**src/rtl/burst_cacheline_adaptor_pkg.sv**
```systemverilog
// Shared types and sizing for the cacheline <-> burst adaptor.
package burst_cacheline_adaptor_pkg;

  localparam int CACHELINE_W = 256;
  localparam int BURST_W     = 64;
  localparam int BURST_BEATS = CACHELINE_W / BURST_W;
  localparam int CNT_W       = $clog2(BURST_BEATS);
  localparam int BEAT_IDX_W  = $clog2(BURST_W);
  localparam int LINE_IDX_W  = $clog2(CACHELINE_W);
  localparam int OFFSET_BITS = $clog2(CACHELINE_W / 8);

  localparam logic [CNT_W-1:0] LAST_BEAT = CNT_W'(BURST_BEATS - 1);
  localparam logic [31:0]      ADDR_MASK = ~((32'd1 << OFFSET_BITS) - 32'd1);

  typedef enum logic [1:0] {IDLE, READ, WRITE, DONE} adaptor_state_t;

  // Bit offset of beat c inside the line (beat 0 is the low slice).
  function automatic logic [LINE_IDX_W-1:0] beat_base(input logic [CNT_W-1:0] c);
    return {c, {BEAT_IDX_W{1'b0}}};
  endfunction

endpackage

```
**src/rtl/burst_cacheline_adaptor_if.sv**
```systemverilog
// Cache-side line port and memory-side burst port of the adaptor.
interface burst_cacheline_adaptor_if;
  import burst_cacheline_adaptor_pkg::*;

  logic [CACHELINE_W-1:0] line_i;
  logic [CACHELINE_W-1:0] line_o;
  logic [31:0]            address_i;
  logic                   read_i;
  logic                   write_i;
  logic                   resp_o;
  logic [BURST_W-1:0]     burst_i;
  logic [BURST_W-1:0]     burst_o;
  logic [31:0]            address_o;
  logic                   read_o;
  logic                   write_o;
  logic                   resp_i;

  // Adaptor side.
  modport slave (
    input  line_i, address_i, read_i, write_i, burst_i, resp_i,
    output line_o, resp_o, burst_o, address_o, read_o, write_o
  );

  // Environment side: cache requester plus physical memory.
  modport master (
    output line_i, address_i, read_i, write_i, burst_i, resp_i,
    input  line_o, resp_o, burst_o, address_o, read_o, write_o
  );
endinterface

```
**src/rtl/burst_cacheline_adaptor.sv**
```systemverilog
// Splits a 256-bit cacheline transfer into a 4x64-bit memory burst and
// reassembles read beats; returns a one-cycle line response to the cache.
module burst_cacheline_adaptor
  import burst_cacheline_adaptor_pkg::*;
(
  input  logic                      clk,
  input  logic                      rst,
  burst_cacheline_adaptor_if.slave  bus
);

  adaptor_state_t         state_q, state_d;
  logic [CNT_W-1:0]       cnt_q, cnt_d;
  logic [31:0]            addr_q, addr_d;
  logic [CACHELINE_W-1:0] rbuf_q, rbuf_d;
  logic [CACHELINE_W-1:0] wline_q, wline_d;

  always_ff @(posedge clk or negedge rst) begin
    if (!rst) begin
      state_q <= IDLE;
      cnt_q   <= '0;
      addr_q  <= '0;
      rbuf_q  <= '0;
      wline_q <= '0;
    end else begin
      state_q <= state_d;
      cnt_q   <= cnt_d;
      addr_q  <= addr_d;
      rbuf_q  <= rbuf_d;
      wline_q <= wline_d;
    end
  end

  always_comb begin
    state_d = state_q;
    cnt_d   = cnt_q;
    addr_d  = addr_q;
    rbuf_d  = rbuf_q;
    wline_d = wline_q;
    unique case (state_q)
      IDLE: begin
        // Write takes priority when both requests are raised together.
        if (bus.write_i) begin
          state_d = WRITE;
          addr_d  = bus.address_i & ADDR_MASK;
          wline_d = bus.line_i;
          cnt_d   = '0;
        end else if (bus.read_i) begin
          state_d = READ;
          addr_d  = bus.address_i & ADDR_MASK;
          cnt_d   = '0;
        end
      end
      READ: begin
        if (bus.resp_i) begin
          rbuf_d[beat_base(cnt_q) +: BURST_W] = bus.burst_i;
          cnt_d = cnt_q + 1'b1;
          if (cnt_q == LAST_BEAT) state_d = DONE;
        end
      end
      WRITE: begin
        if (bus.resp_i) begin
          cnt_d = cnt_q + 1'b1;
          if (cnt_q == LAST_BEAT) state_d = DONE;
        end
      end
      DONE:    state_d = IDLE;
      default: state_d = IDLE;
    endcase
  end

  // Every output is a decode of registered state; nothing flows through from inputs.
  assign bus.read_o    = (state_q == READ);
  assign bus.write_o   = (state_q == WRITE);
  assign bus.resp_o    = (state_q == DONE);
  assign bus.address_o = addr_q;
  assign bus.line_o    = rbuf_q;
  assign bus.burst_o   = (state_q == WRITE) ? wline_q[beat_base(cnt_q) +: BURST_W] : '0;

endmodule

```
**src/flat_wrapper.sv**
```systemverilog
// flat-port wrapper written by rule: the top's interface ports become plain ports
module burst_cacheline_adaptor_flat import burst_cacheline_adaptor_pkg::*;
  (clk, rst, bus_line_i, bus_address_i, bus_read_i, bus_write_i, bus_burst_i, bus_resp_i, bus_line_o, bus_resp_o, bus_burst_o, bus_address_o, bus_read_o, bus_write_o);
  burst_cacheline_adaptor_if bus_i ();
  input  logic clk;
  input  logic rst;
  input wire logic [$bits(bus_i.line_i)-1:0] bus_line_i;
  input wire logic [$bits(bus_i.address_i)-1:0] bus_address_i;
  input wire logic [$bits(bus_i.read_i)-1:0] bus_read_i;
  input wire logic [$bits(bus_i.write_i)-1:0] bus_write_i;
  input wire logic [$bits(bus_i.burst_i)-1:0] bus_burst_i;
  input wire logic [$bits(bus_i.resp_i)-1:0] bus_resp_i;
  output wire logic [$bits(bus_i.line_o)-1:0] bus_line_o;
  output wire logic [$bits(bus_i.resp_o)-1:0] bus_resp_o;
  output wire logic [$bits(bus_i.burst_o)-1:0] bus_burst_o;
  output wire logic [$bits(bus_i.address_o)-1:0] bus_address_o;
  output wire logic [$bits(bus_i.read_o)-1:0] bus_read_o;
  output wire logic [$bits(bus_i.write_o)-1:0] bus_write_o;
  assign bus_i.line_i = bus_line_i;
  assign bus_i.address_i = bus_address_i;
  assign bus_i.read_i = bus_read_i;
  assign bus_i.write_i = bus_write_i;
  assign bus_i.burst_i = bus_burst_i;
  assign bus_i.resp_i = bus_resp_i;
  assign bus_line_o = bus_i.line_o;
  assign bus_resp_o = bus_i.resp_o;
  assign bus_burst_o = bus_i.burst_o;
  assign bus_address_o = bus_i.address_o;
  assign bus_read_o = bus_i.read_o;
  assign bus_write_o = bus_i.write_o;
  burst_cacheline_adaptor u_core (.clk(clk), .rst(rst), .bus(bus_i));
endmodule
```
**config.mk**
```make
export PLATFORM = sky130hd
export DESIGN_NAME = burst_cacheline_adaptor_flat
export DESIGN_NICKNAME = d
export VERILOG_FILES = /design/src/rtl/burst_cacheline_adaptor_pkg.sv /design/src/rtl/burst_cacheline_adaptor_if.sv /design/src/rtl/burst_cacheline_adaptor.sv /design/src/flat_wrapper.sv
export SDC_FILE = /design/constraint.sdc
export NUM_CORES = 1
export LEC_CHECK = 0
export BUFFER_PORTS_ARGS = -buffer_cell sky130_fd_sc_hd__buf_2
export CORE_AREA = 2 2 281 283
export DETAILED_ROUTE_END_ITERATION = 8
export DIE_AREA = 0 0 283 285
export PLACE_DENSITY = 0.46
export SYNTH_ARGS = -nofsm -noshare
export SYNTH_HDL_FRONTEND = slang
export SYNTH_SLANG_ARGS = --single-unit
export TNS_END_PERCENT = 5
```
**constraint.sdc**
```tcl
create_clock -name clk -period 3.6 [get_ports clk]
set_clock_uncertainty 0.1 [all_clocks]
set_input_delay 0.36 -clock clk [delete_from_list [all_inputs] [get_ports clk]]
set_output_delay 0.36 -clock clk [all_outputs]
set_load 0.02 [all_outputs]
```
==> impl_metrics.py <==
metrics = {
    "setup_path": {
        "r2r-start": "u_core.cnt_q[0]",
        "start_kind": "register",
        "startpoint": "u_core.cnt_q[0]",
        "timing_worst_setup_path_type": "register to output pin",
        "reg2regPathDepth": 6,
        "required_ns": 3.14,
        "cp-endpoint": "bus_burst_o[0]",
        "rr_endpoint": "u_core.bus.line_o[72]",
        "end_kind": "output pin",
        "worstPathMaxFanout": 64,
        "rrSetupSlack_ns": 1.00,
        "arrival_ns": 2.63,
    },
    "floorplanning": {
        "ioPinCount": 712,
        "initial_core_util_pct": 27.9,
        "die-area_mm2": 0.0807,
        "die_h_um": 285,
        "die_x_um": 283,
        "core_area_mm2": 0.0780,
        "rows": 103,
    },
    "cts": {
        "clockRootBuffer": "clkbuf_16",
        "clock-sinks": 543,
        "ctsResizeCount": 0,
        "clk_path_buf_depth": 3,
        "htree_levels": 3,
        "path_clk_slew_ns": 0.05,
        "cts_buffers": 66,
        "insertion_delay_ns": 0.59,
        "cts_setup_buffers": 0,
        "cts_tree": "done",
    },
    "global_routing": {
        "overflow": 0,
        "grt_pass1_wl_um": 113000,
        "grt_pass1_vias": 18200,
        "grtUsageTotal_pct": 18.0,
        "grt_max_degree": 90,
        "antenna_found_initial": 5,
    },
    "sta": {
        "min_period_over_period_pct": 85.9,
        "clock.fmax_ghz": 0.323,
        "tightest_slew_ns": 0.931,
        "setup_viol": 0,
        "min_period_ns": 3.09,
        "tns_ns": 0,
        "max-slew-margin-rel_pct": 37.9,
        "grt_setup_unrepaired": "no",
        "slew_violations": 0,
        "hold_viol_final": 0,
    },
    "placement": {
        "dp.cells": 3052,
        "io_buffers": 701,
        "gp_congestion": 0.809,
        "dp_hpwl_um": 48900,
        "post_dp_cell_area_mm2": 0.0267,
    },
    "pwr": {
        "p_sw_uw": 7920,
        "p_int_uw": 16400,
        "clkPwrFrac_pct": 27.3,
        "p_comb_share_pct": 34.7,
        "max-vdd-ir-drop_mv": 0.425,
        "power_leakage_uw": 0.0158,
        "switching_share_pct": 32.6,
        "seqPwrFrac_pct": 38.0,
        "power_density_mw_per_mm2": 752,
    },
    "detailed_routing": {
        "drcViolationCount": 0,
        "wl_met1_um": 30600,
        "vias": 16300,
        "antenna_left": 0,
        "wl_per_cell_um": 20.9,
        "routed_via_density": 4.63,
        "drt_iter0_markers": 774,
        "wl_met2_um": 35600,
        "routed_wl_um": 73500,
        "routed-wl-met3_um": 4900,
        "routed.top_layer": "met5",
        "dr.pass1.iters": 4,
    },
    "logic_synthesis": {
        "ys_types": 26,
        "yosys_warnings": 0,
        "yosys_most_used_dff": "dfrtp_1",
        "synth_top_area_share_pct": 62.4,
        "postSynthCellCount": 1371,
        "synth_edf_count": 0,
        "syn_area_per_cell_um2": 15.9,
        "ys_seq_area_share_pct": 62.4,
        "yosys-top-cells-area": "dfrtp_1 (62%), mux2_2 (15%), a22o_1 (10%), mux4_2 (6.6%), and2_1 (1.8%)",
        "ys_async_sr_fraction_pct": 100,
        "synth_top_cell_by_area": "dfrtp_1",
        "synth_seq_cells": 543,
        "synthTopCellsByCount": "dfrtp_1 (543), mux2_2 (285), a22o_1 (256)",
        "yosysMostFrequentCell": "dfrtp_1",
        "syn_area_mm2": 0.0218,
    },
    "cells_and_area": {
        "fin_nets": 2787,
        "fin_area_mm2": 0.0323,
        "final_cells": 3515,
        "syn_to_final_growth_pct": 48.4,
        "fillers": 7310,
        "fin_util_pct": 41.5,
        "multi_input_area_mm2": 0.00774,
        "regArea_mm2": 0.0136,
        "drive_gt1_share_pct": 48.8,
    },
    "job": {
        "maxCapViolCount": 0,
    },
    "worst_hold_path": {
        "hp-start": "bus_write_i",
        "hp-class": "input pin to register",
    },
    "outcome": {
        "status": "complete, no violations",
    },
}
==> critical path, cell delays in order (launching register included) <==
cell and delay [ns]:
dfrtp_4 0.49, buf_12 0.50, mux4_2 0.63, and2_1 0.19, buf_2 0.16
==> kinds of logic after synthesis <==
group | synth area share (%)
DFF | 62.4
muxes | 21.4
AOI/OAI and AO/OA | 10.4
adders and majority gates | 0.689
other | 0.0172
buffers and inverters | 2.51
and+or+nand+nor | 2.57
==> sequential cells by signal, summed over array words and instances (netlist names) <==
signal and cells:
u_core.bus.line_o 256, u_core.wline_q 256, u_core.bus.address_o 27, u_core.cnt_q 2, u_core.state_q 2
==> power by group through the flow <==
stage | registers [uW] | clock network, uW | logic (uW)
6_report | 9240 | 6620 | 8440
5_1_grt | 9480 | 7070 | 9080
2_1_floorplan | 9660 | 0 | 5090
4_1_cts | 9240 | 6850 | 8600
3_5_place_dp | 9310 | 0 | 8270
3_3_place_gp | 9210 | 0 | 8130
==> routing by layer <==
| layer | up-vias | global-route usage, % |
|---|---|---|
| met1 | 8363 | 22.7 |
| li1 | 7219 | - |
| met3 | 135 | 4.89 |
| met4 | 10 | 6.53 |
| met2 | 565 | 29.7 |
| met5 | - | 0 |
==> how the worst min path moves through the flow <==
stage                                    end  slack [ns]  cells after the start
floorplan           u_core.bus.address_o[10]       -0.04                      0
global placement         u_core.wline_q[217]        0.34                      1
detailed placement        u_core.wline_q[90]        0.34                      1
CTS                        u_core.state_q[1]        0.06                      4
global route               u_core.state_q[1]        0.12                      4
finish                     u_core.state_q[1]        0.12                      4
==> area by class of cell <==
cell class / count / area share [%]
Tap cell: 1050 / 4.06
Clock buffer: 90 / 5.73
Timing Repair Buffer: 1086 / 23.1
Antenna cell: 3 / 0.0232
Sequential cell: 543 / 42.0
Multi-Input combinational cell: 714 / 23.9
Inverter: 7 / 0.0813
Clock inverter: 22 / 1.03
==> metrics by stage <==
step                setup WS (ns)  power (uW)  hold slack (ns)
CTS                         0.370       24700           0.0650
global placement             1.01       17300            0.345
floorplan                   0.990       14800          -0.0356
finish                      0.508       24300            0.124
global route                0.320       25600            0.122
detailed placement          0.977       17600            0.345
==> cell usage in the layout (no fill, tap or decap), drive strengths merged, types with 8 or more instances in the layout <==
cell type / n
dfrtp: 543
clkinv: 17
mux4: 64
a22o: 256
and2: 64
dlygate4sd3: 348
mux2: 285
buf: 738
clkbuf: 90
inv: 9
ha: 12
nand2: 8
==> timing repair <==
item                                   4_1_cts  5_1_grt
setup endpoints to repair                    0        0
endpoints found under the hold margin      603        0
hold buffers                               348        0
(Power assumes the default switching activity.)
